<file path="src/rtl/csr_trap_ctrl_pkg.sv">
// Shared definitions for the machine-mode CSR file / trap controller:
// CSR addresses, interrupt cause codes, mstatus/mcountinhibit bit positions,
// the FSM state type and the exception priority encoder.
package csr_trap_ctrl_pkg;
  localparam logic [11:0] A_MSTATUS   = 12'h300, A_MISA      = 12'h301,
                          A_MIE       = 12'h304, A_MTVEC     = 12'h305,
                          A_MCOUNTINH = 12'h320, A_MSCRATCH  = 12'h340,
                          A_MEPC      = 12'h341, A_MCAUSE    = 12'h342,
                          A_MTVAL     = 12'h343, A_MIP       = 12'h344,
                          A_MCYCLE    = 12'hB00, A_MINSTRET  = 12'hB02,
                          A_MCYCLEH   = 12'hB80, A_MINSTRETH = 12'hB82,
                          A_MVENDORID = 12'hF11, A_MARCHID   = 12'hF12,
                          A_MIMPID    = 12'hF13, A_MHARTID   = 12'hF14;

  localparam int MS_MIE = 3, MS_MPIE = 7, MS_MPP = 11;  // MPP occupies [12:11]
  localparam int CI_CY = 0, CI_IR = 2;

  localparam logic [4:0] IRQ_MSI = 5'd3, IRQ_MTI = 5'd7, IRQ_MEI = 5'd11;

  // Implemented synchronous exception causes: 0,2,3,4,6,11
  localparam logic [15:0] EXC_MASK = 16'h085D;

  // Exception priority, highest first
  localparam int NEXC = 6;
  localparam logic [3:0] EXC_PRIO [NEXC] = '{4'd3, 4'd0, 4'd2, 4'd11, 4'd4, 4'd6};

  localparam logic [31:0] MISA_VAL = 32'h4000_0100;  // MXL=1, I

  typedef enum logic {ST_RUN, ST_TRAP} state_e;

  // Scan lowest priority first so the highest-priority hit is written last.
  function automatic logic [4:0] exc_pick(input logic [15:0] v);
    logic [4:0] c;
    c = '0;
    for (int i = NEXC - 1; i >= 0; i--)
      if (v[EXC_PRIO[i]]) c = {1'b0, EXC_PRIO[i]};
    return c;
  endfunction

  function automatic logic exc_has_tval(input logic [4:0] c);
    return (c == 5'd0) || (c == 5'd2) || (c == 5'd4) || (c == 5'd6);
  endfunction
endpackage

</file>
<file path="src/rtl/csr_trap_ctrl_counter.sv">
// 64-bit free-running counter (mcycle / minstret).
// Ports: i_clk, i_rst (sync high), i_inc (count enable), i_wr_lo/i_wr_hi
// (replace one 32-bit half with i_wdata, overriding the increment), o_count.
module csr_trap_ctrl_counter (
  input  logic        i_clk,
  input  logic        i_rst,
  input  logic        i_inc,
  input  logic        i_wr_lo,
  input  logic        i_wr_hi,
  input  logic [31:0] i_wdata,
  output logic [63:0] o_count
);
  logic [63:0] r_cnt;

  always_ff @(posedge i_clk) begin
    if (i_rst)        r_cnt <= '0;
    else if (i_wr_lo) r_cnt[31:0]  <= i_wdata;
    else if (i_wr_hi) r_cnt[63:32] <= i_wdata;
    else if (i_inc)   r_cnt <= r_cnt + 64'd1;  // wraps naturally at 2^64
  end

  assign o_count = r_cnt;
endmodule

</file>
<file path="src/rtl/csr_trap_ctrl.sv">
// Machine-mode CSR file and trap controller.
// Ports: CSR access (i_csr_*, o_csr_rdata/o_csr_illegal, combinational),
// MRET/retire/exception inputs, interrupt lines (registered once into mip),
// registered redirect pulses o_trap_valid/o_trap_target and o_xret_valid/o_epc.
module csr_trap_ctrl
  import csr_trap_ctrl_pkg::*;
#(
  parameter int          XLEN        = 32,
  parameter int          NIRQ        = 4,
  parameter logic [31:0] HART_ID     = '0,
  parameter logic [31:0] VENDOR_ID   = '0,
  parameter logic [31:0] RESET_MTVEC = '0
) (
  input  logic            i_clk,
  input  logic            i_rst,
  input  logic            i_csr_valid,
  input  logic [2:0]      i_csr_op,
  input  logic [11:0]     i_csr_addr,
  input  logic [XLEN-1:0] i_csr_wdata,
  input  logic [4:0]      i_csr_uimm,
  input  logic            i_csr_src_nz,
  input  logic            i_csr_rd_nz,
  output logic [XLEN-1:0] o_csr_rdata,
  output logic            o_csr_illegal,
  input  logic            i_mret_valid,
  input  logic            i_retire,
  input  logic [15:0]     i_exc_vec,
  input  logic [XLEN-1:0] i_exc_tval,
  input  logic [XLEN-1:0] i_cur_pc,
  input  logic            i_pipe_ready,
  input  logic            i_irq_msip,
  input  logic            i_irq_mtip,
  input  logic            i_irq_meip,
  input  logic [NIRQ-1:0] i_irq_local,
  output logic            o_trap_valid,
  output logic [XLEN-1:0] o_trap_target,
  output logic            o_xret_valid,
  output logic [XLEN-1:0] o_epc
);
  localparam logic [31:0] MIE_MASK = 32'h0000_0888 | (((32'd1 << NIRQ) - 32'd1) << 16);
  localparam logic [31:0] MTVEC_RST = {RESET_MTVEC[31:2], 1'b0, RESET_MTVEC[0]};

  logic r_ms_mie, r_ms_mpie;
  logic [1:0] r_ms_mpp;
  logic [31:0] r_mie, r_mtvec, r_mcountinh, r_mscratch, r_mepc, r_mcause, r_mtval;
  logic [NIRQ+2:0] r_irq;  // {local, meip, mtip, msip}
  logic [63:0] w_mcycle, w_minstret;
  state_e r_state;
  logic r_trap_valid, r_xret_valid;
  logic [31:0] r_trap_target;

  logic [31:0] w_mip, w_pend, w_old, w_new, w_src, w_mstatus, w_target;
  logic [4:0] w_irq_code, w_exc_code, w_code;
  logic w_known, w_wr_try, w_rd_en, w_irq_any;
  logic w_run, w_exc, w_irq, w_mret, w_csr_we;

  // ---------------- interrupts ----------------
  always_ff @(posedge i_clk) begin
    if (i_rst) r_irq <= '0;
    else       r_irq <= {i_irq_local, i_irq_meip, i_irq_mtip, i_irq_msip};
  end

  always_comb begin
    w_mip = '0;
    w_mip[IRQ_MSI] = r_irq[0];
    w_mip[IRQ_MTI] = r_irq[1];
    w_mip[IRQ_MEI] = r_irq[2];
    w_mip[16 +: NIRQ] = r_irq[3 +: NIRQ];
    w_pend = w_mip & r_mie & {32{r_ms_mie}};
    w_irq_any = |w_pend;
    // Platform lines: lowest index wins, then MTI < MSI < MEI overriding in turn.
    w_irq_code = '0;
    for (int i = 16 + NIRQ - 1; i >= 16; i--)
      if (w_pend[i]) w_irq_code = 5'(i);
    if (w_pend[IRQ_MTI]) w_irq_code = IRQ_MTI;
    if (w_pend[IRQ_MSI]) w_irq_code = IRQ_MSI;
    if (w_pend[IRQ_MEI]) w_irq_code = IRQ_MEI;
  end

  // ---------------- CSR read / op ----------------
  assign w_mstatus = {19'b0, r_ms_mpp, 3'b0, r_ms_mpie, 3'b0, r_ms_mie, 3'b0};

  always_comb begin
    w_known = 1'b1;
    case (i_csr_addr)
      A_MSTATUS:   w_old = w_mstatus;
      A_MISA:      w_old = MISA_VAL;
      A_MIE:       w_old = r_mie;
      A_MTVEC:     w_old = r_mtvec;
      A_MCOUNTINH: w_old = r_mcountinh;
      A_MSCRATCH:  w_old = r_mscratch;
      A_MEPC:      w_old = r_mepc;
      A_MCAUSE:    w_old = r_mcause;
      A_MTVAL:     w_old = r_mtval;
      A_MIP:       w_old = w_mip;
      A_MCYCLE:    w_old = w_mcycle[31:0];
      A_MCYCLEH:   w_old = w_mcycle[63:32];
      A_MINSTRET:  w_old = w_minstret[31:0];
      A_MINSTRETH: w_old = w_minstret[63:32];
      A_MVENDORID: w_old = VENDOR_ID;
      A_MARCHID:   w_old = '0;
      A_MIMPID:    w_old = '0;
      A_MHARTID:   w_old = HART_ID;
      default: begin w_old = '0; w_known = 1'b0; end
    endcase
  end

  assign w_src = i_csr_op[2] ? {27'b0, i_csr_uimm} : i_csr_wdata;

  always_comb begin
    case (i_csr_op[1:0])
      2'b01:   w_new = w_src;
      2'b10:   w_new = w_old | w_src;
      2'b11:   w_new = w_old & ~w_src;
      default: w_new = w_old;
    endcase
  end

  // RW always writes; set/clear only write with a non-zero source.
  assign w_wr_try = i_csr_valid && ((i_csr_op[1:0] == 2'b01) ||
                                    ((i_csr_op[1:0] != 2'b00) && i_csr_src_nz));
  assign w_rd_en  = !((i_csr_op[1:0] == 2'b01) && !i_csr_rd_nz);
  assign o_csr_illegal = i_csr_valid && (!w_known || (w_wr_try && (i_csr_addr[11:10] == 2'b11)));
  assign o_csr_rdata   = (i_csr_valid && !o_csr_illegal && w_rd_en) ? w_old : '0;

  // ---------------- arbitration ----------------
  assign w_run    = (r_state == ST_RUN);
  assign w_exc    = w_run && |(i_exc_vec & EXC_MASK);
  assign w_irq    = w_run && !w_exc && i_pipe_ready && w_irq_any;
  assign w_mret   = w_run && !w_exc && !w_irq && i_mret_valid;
  assign w_csr_we = w_run && !w_exc && !w_irq && !i_mret_valid && w_wr_try && !o_csr_illegal;

  assign w_exc_code = exc_pick(i_exc_vec);
  assign w_code     = w_exc ? w_exc_code : w_irq_code;
  assign w_target   = (w_irq && r_mtvec[0]) ? ({r_mtvec[31:2], 2'b00} + {25'b0, w_code, 2'b00})
                                            : {r_mtvec[31:2], 2'b00};

  // ---------------- CSR state ----------------
  always_ff @(posedge i_clk) begin
    if (i_rst) begin
      r_ms_mie <= 1'b0; r_ms_mpie <= 1'b0; r_ms_mpp <= 2'b00;
      r_mie <= '0; r_mtvec <= MTVEC_RST; r_mcountinh <= '0; r_mscratch <= '0;
      r_mepc <= '0; r_mcause <= '0; r_mtval <= '0;
    end else if (w_exc || w_irq) begin
      r_mepc    <= {i_cur_pc[31:2], 2'b00};
      r_mcause  <= {w_irq, 26'b0, w_code};
      r_mtval   <= (w_exc && exc_has_tval(w_code)) ? i_exc_tval : '0;
      r_ms_mpie <= r_ms_mie;
      r_ms_mie  <= 1'b0;
      r_ms_mpp  <= 2'b11;
    end else if (w_mret) begin
      r_ms_mie  <= r_ms_mpie;
      r_ms_mpie <= 1'b1;
      r_ms_mpp  <= 2'b11;
    end else if (w_csr_we) begin
      case (i_csr_addr)
        A_MSTATUS: begin
          r_ms_mie  <= w_new[MS_MIE];
          r_ms_mpie <= w_new[MS_MPIE];
          r_ms_mpp  <= {2{&w_new[MS_MPP +: 2]}};  // only M-mode is legal
        end
        A_MIE:       r_mie       <= w_new & MIE_MASK;
        A_MTVEC:     r_mtvec     <= {w_new[31:2], 1'b0, w_new[0]};
        A_MCOUNTINH: r_mcountinh <= w_new & 32'h0000_0005;
        A_MSCRATCH:  r_mscratch  <= w_new;
        A_MEPC:      r_mepc      <= {w_new[31:2], 2'b00};
        A_MCAUSE:    r_mcause    <= w_new;
        A_MTVAL:     r_mtval     <= w_new;
        default: ;  // mip and counters are handled elsewhere or read-only
      endcase
    end
  end

  // ---------------- counters ----------------
  csr_trap_ctrl_counter u_mcycle (
    .i_clk(i_clk), .i_rst(i_rst), .i_inc(!r_mcountinh[CI_CY]),
    .i_wr_lo(w_csr_we && (i_csr_addr == A_MCYCLE)),
    .i_wr_hi(w_csr_we && (i_csr_addr == A_MCYCLEH)),
    .i_wdata(w_new), .o_count(w_mcycle)
  );

  csr_trap_ctrl_counter u_minstret (
    .i_clk(i_clk), .i_rst(i_rst), .i_inc(i_retire && !r_mcountinh[CI_IR]),
    .i_wr_lo(w_csr_we && (i_csr_addr == A_MINSTRET)),
    .i_wr_hi(w_csr_we && (i_csr_addr == A_MINSTRETH)),
    .i_wdata(w_new), .o_count(w_minstret)
  );

  // ---------------- redirect FSM ----------------
  always_ff @(posedge i_clk) begin
    if (i_rst) begin
      r_state <= ST_RUN; r_trap_valid <= 1'b0; r_xret_valid <= 1'b0; r_trap_target <= '0;
    end else begin
      r_trap_valid <= 1'b0;
      r_xret_valid <= 1'b0;
      case (r_state)
        ST_RUN: begin
          if (w_exc || w_irq) begin
            r_state <= ST_TRAP; r_trap_valid <= 1'b1; r_trap_target <= w_target;
          end else if (w_mret) begin
            r_state <= ST_TRAP; r_xret_valid <= 1'b1;
          end
        end
        ST_TRAP: r_state <= ST_RUN;
        default: r_state <= ST_RUN;
      endcase
    end
  end

  assign o_trap_valid  = r_trap_valid;
  assign o_trap_target = r_trap_target;
  assign o_xret_valid  = r_xret_valid;
  assign o_epc         = r_mepc;
endmodule

</file>
<file path="config.mk">
export PLATFORM = sky130hd
export DESIGN_NAME = csr_trap_ctrl
export DESIGN_NICKNAME = d
export VERILOG_FILES = /design/src/rtl/csr_trap_ctrl_pkg.sv /design/src/rtl/csr_trap_ctrl_counter.sv /design/src/rtl/csr_trap_ctrl.sv
export SDC_FILE = /design/constraint.sdc
export NUM_CORES = 1
export LEC_CHECK = 0
export BUFFER_PORTS_ARGS = -buffer_cell sky130_fd_sc_hd__clkbuf_2
export CAP_MARGIN = 20
export CORE_MARGIN = 4
export CORE_UTILIZATION = 40
export DETAILED_ROUTE_END_ITERATION = 10
export PLACE_DENSITY = 0.67
export SYNTH_ARGS = -nofsm -noshare
export SYNTH_HDL_FRONTEND = slang
export SYNTH_HIERARCHICAL = 1
export SYNTH_SLANG_ARGS = --single-unit
</file>
<file path="constraint.sdc">
create_clock -name i_clk -period 7.6 [get_ports i_clk]
set_input_delay 0.76 -clock i_clk [delete_from_list [all_inputs] [get_ports i_clk]]
set_output_delay 0.76 -clock i_clk [all_outputs]
set_load 0.005 [all_outputs]
</file>
==> flow_summary.toml <==
[clocking]
cts_made_buffers = 41
cts-root-buf = "clkbuf_16"
h-tree-depth = 2
cts_sinks = 337
hold_buffers = 0
post_cts_buffers = 0
clockBufferDepth = 3
cts_resized = 0
clkLatencyLatePin_ns = 0.61
cts_tree = "done"
clkTransAtPathRegs_ns = 0.06

[cells_and_area]
fillers = 5272
register_area_um2 = 6750
drive_gt1_share_pct = 16.4
final_cell_count_no_fill = 3573
multi_input_area_um2 = 13400
nets = 3012
final_area_um2 = 24300
syn_to_final_growth_pct = 14.5

[drt]
wire_per_inst_um = 30.9
drt_iter0_drc = 4412
via_count = 24600
ant_nets = 0
vias_per_cell = 6.90
post-route-drc-count = 0
dr.pass1.iters = 7
wl_um = 110000

[logic_synthesis]
ys_top_cells_by_area = "dfxtp_1, nand2_1, nor2_1, a211oi_1, a22oi_1"
postSynthRegisterBits = 337
avgSynthCellArea_um2 = 7.78
synthFlopType = "dfxtp_1"
synth_area_leader_cell = "dfxtp_1"
synth_area_um2 = 21200
yosysWarnings = 6
synth_edf_count = 0
synthArstFlopShare_pct = 0
synth.distinct_cells = 113
synth_top_area_share_pct = 31.8
synth_seq_area_share_pct = 31.8
synth_cells = 2729

[sta]
tightest_slew_ns = 1.27
relSlewSlack_pct = 14.7
fin_crit_sh_pct = 67.0
hold-worst-slack_ns = 0.382
max_freq_mhz = 196
finClkSkew_ns = 0.0317
rsz0062_at_grt = "no"
tns_ns = 0
maxSlewViolCount = 0
hold_viol = 0
setup_viol = 0
min_period_ns = 5.10

[worst_setup_path]
cpMaxStageDelayCell = "nor4_1"
crit_chain = "clkbuf_2 > buf_4 > nor4_1 > nand2_1 > nor2_1 > a222oi_1 > nand2_1 > nor2_1 > nor2_1 > clkbuf_2"
critPathMaxStageDelay_ns = 1.01
cp_num_buf_inv = 3
startpoint_type = "input port"
reg2reg_setup_slack_ns = 3.08
worstPathRequired_ns = 6.84
critPathMaxFanout = 29
cp-end-kind = "output port"
crit_family = "simple AND/OR/NAND/NOR gates"
critical_path_class = "input port to output port"
cp_data_arrival_time_ns = 4.34
worstSetupPathDepth = 10
reg2reg_depth = 12
crit_top_cell = "nor2_1"

[power]
switching_share_pct = 28.7
power_density_nw_per_um2 = 184
pwr-share-clk_pct = 46.6
power_frac_comb_pct = 11.3
total_power_uw = 4480
seq_power_share_pct = 42.0
p_switching_uw = 1290
power_leakage_uw = 0.00880
ir_worst_vdd_v = 0.000160
p_int_uw = 3190

[placement]
place.gp.congestion = 1.04
dp_cells = 3500
place_hpwl_um = 81300
place_area_um2 = 22900
port_buffers = 229

[grt]
grt_max_degree = 70
overflow = 0
antenna_found_initial = 2
grt_pass1_vias = 22100
grt_pass1_wl_um = 157000
grt_usage_pct = 36.8

[die]
die_width_um = 238
die-area_um2 = 56800
core_area_um2 = 52600
die_h_um = 238
start_util_pct = 40.4
row_count = 84
ioPinCount = 246

[min_path]
hold_depth = 2
min_path_type = "input port to flip-flop"

[run_status]
status = "finished, final reports clean"

[run]
max_cap_violations = 0
-- power by group through the flow --
stage	clock network, µW	registers (µW)	logic, µW
after floorplan	0	1890	277
after global placement	0	1910	481
after detailed placement	0	1920	486
after CTS	2090	1880	488
after global routing	2160	1880	530
final	2090	1880	507
-- placed cells by master, fill, tap and decap left out, drive strengths merged, types with 73 or more instances in the layout --
| cell | Yosys | layout |
|---|---|---|
| dfxtp | 337 | 337 |
| o21ai | 140 | 140 |
| nand4 | 81 | 81 |
| clkbuf | 143 | 284 |
| nand3 | 134 | 134 |
| nor2 | 226 | 226 |
| a211oi | 91 | 91 |
| a22oi | 91 | 91 |
| nand2 | 302 | 302 |
| a21oi | 132 | 132 |
| nor3 | 79 | 79 |
| buf | 77 | 73 |
-- synth_stat cells (64+ instances only) --
master and instances:
a211oi_1 88, a21oi_1 131, a22oi_1 88, clkbuf_1 143, dfxtp_1 337, nand2_1 298, nand3_1 130, nand4_1 80
nor2_1 226, nor2b_1 64, nor3_1 73, o21ai_0 94
-- flip-flops by register name, summed over array words and instances, names as in the netlist, 2 cells and up --
| signal | cells |
|---|---|
| r_irq | 7 |
| r_mtvec | 31 |
| o_trap_target | 30 |
| r_mie | 7 |
| r_mscratch | 32 |
| r_mtval | 32 |
| u_minstret/o_count | 64 |
| o_epc | 30 |
| u_mcycle/o_count | 64 |
| r_mcause | 32 |
| r_mcountinh | 2 |
-- worst register-to-register path, cell delays in order (launching register included) --
cell	delay [ns]
dfxtp_1	0.36
a22oi_1	0.37
a41oi_2	0.41
nor4b_4	0.31
buf_4	0.25
o31ai_2	0.18
nor3_2	0.15
buf_4	0.48
nand2b_1	0.68
or3_1	0.58
nor2_1	0.08
nand4_1	0.10
or3b_2	0.43
-- per-stage QoR --
stage | setup WS [ns] | util, %
2_1_floorplan | 3.47 | -
3_3_place_gp | 2.28 | 43.6
3_5_place_dp | 2.21 | 43.6
4_1_cts | 2.65 | 46.2
5_1_grt | 2.52 | 46.3
6_report | 2.50 | 46.3
-- area by class of cell --
class                           instances  area share (%)
Multi-Input combinational cell       2108            55.0
Sequential cell                       337            27.7
Timing Repair Buffer                  303            6.99
Clock buffer                           54            4.79
Tap cell                              688            3.54
Inverter                               67            1.03
Clock inverter                         13           0.901
Antenna cell                            3          0.0309
-- final timing paths --
check | to | start
worst min register to register | o_trap_target[25] | o_trap_target[25]
worst max register to register | u_minstret/o_count[60] | r_irq[2]
worst max-delay path | o_csr_rdata[0] | i_csr_addr[7]
worst min-delay path | r_irq[2] | i_irq_meip
-- metal layers --
| layer | wire [µm] | part of all wire (%) | up-vias | GRT usage, % |
|---|---|---|---|---|
| li1 | - | - | 10500 | - |
| met1 | 43700 | 40 | 11800 | 51.7 |
| met2 | 45100 | 41 | 1995 | 53.3 |
| met3 | 15300 | 14 | 341 | 10.1 |
| met4 | 6140 | 5.6 | 4 | 15.3 |
| met5 | 27 | 0.024 | - | 0 |
-- cells by family (layout without fill, tap and decap cells) --
family,Yosys count,in the layout,synth area share [%]
flip-flops,337,337,31.8
other,1,7,0.0177
buffers and inverters,287,437,5.74
AO/OA/AOI/OAI,748,748,24.9
multiplexers,71,71,3.47
adder cells (fa/ha/maj),7,7,0.448
XOR/XNOR,95,95,3.92
AND/OR/NAND/NOR,1183,1183,29.8
(Power assumes the default switching activity.)
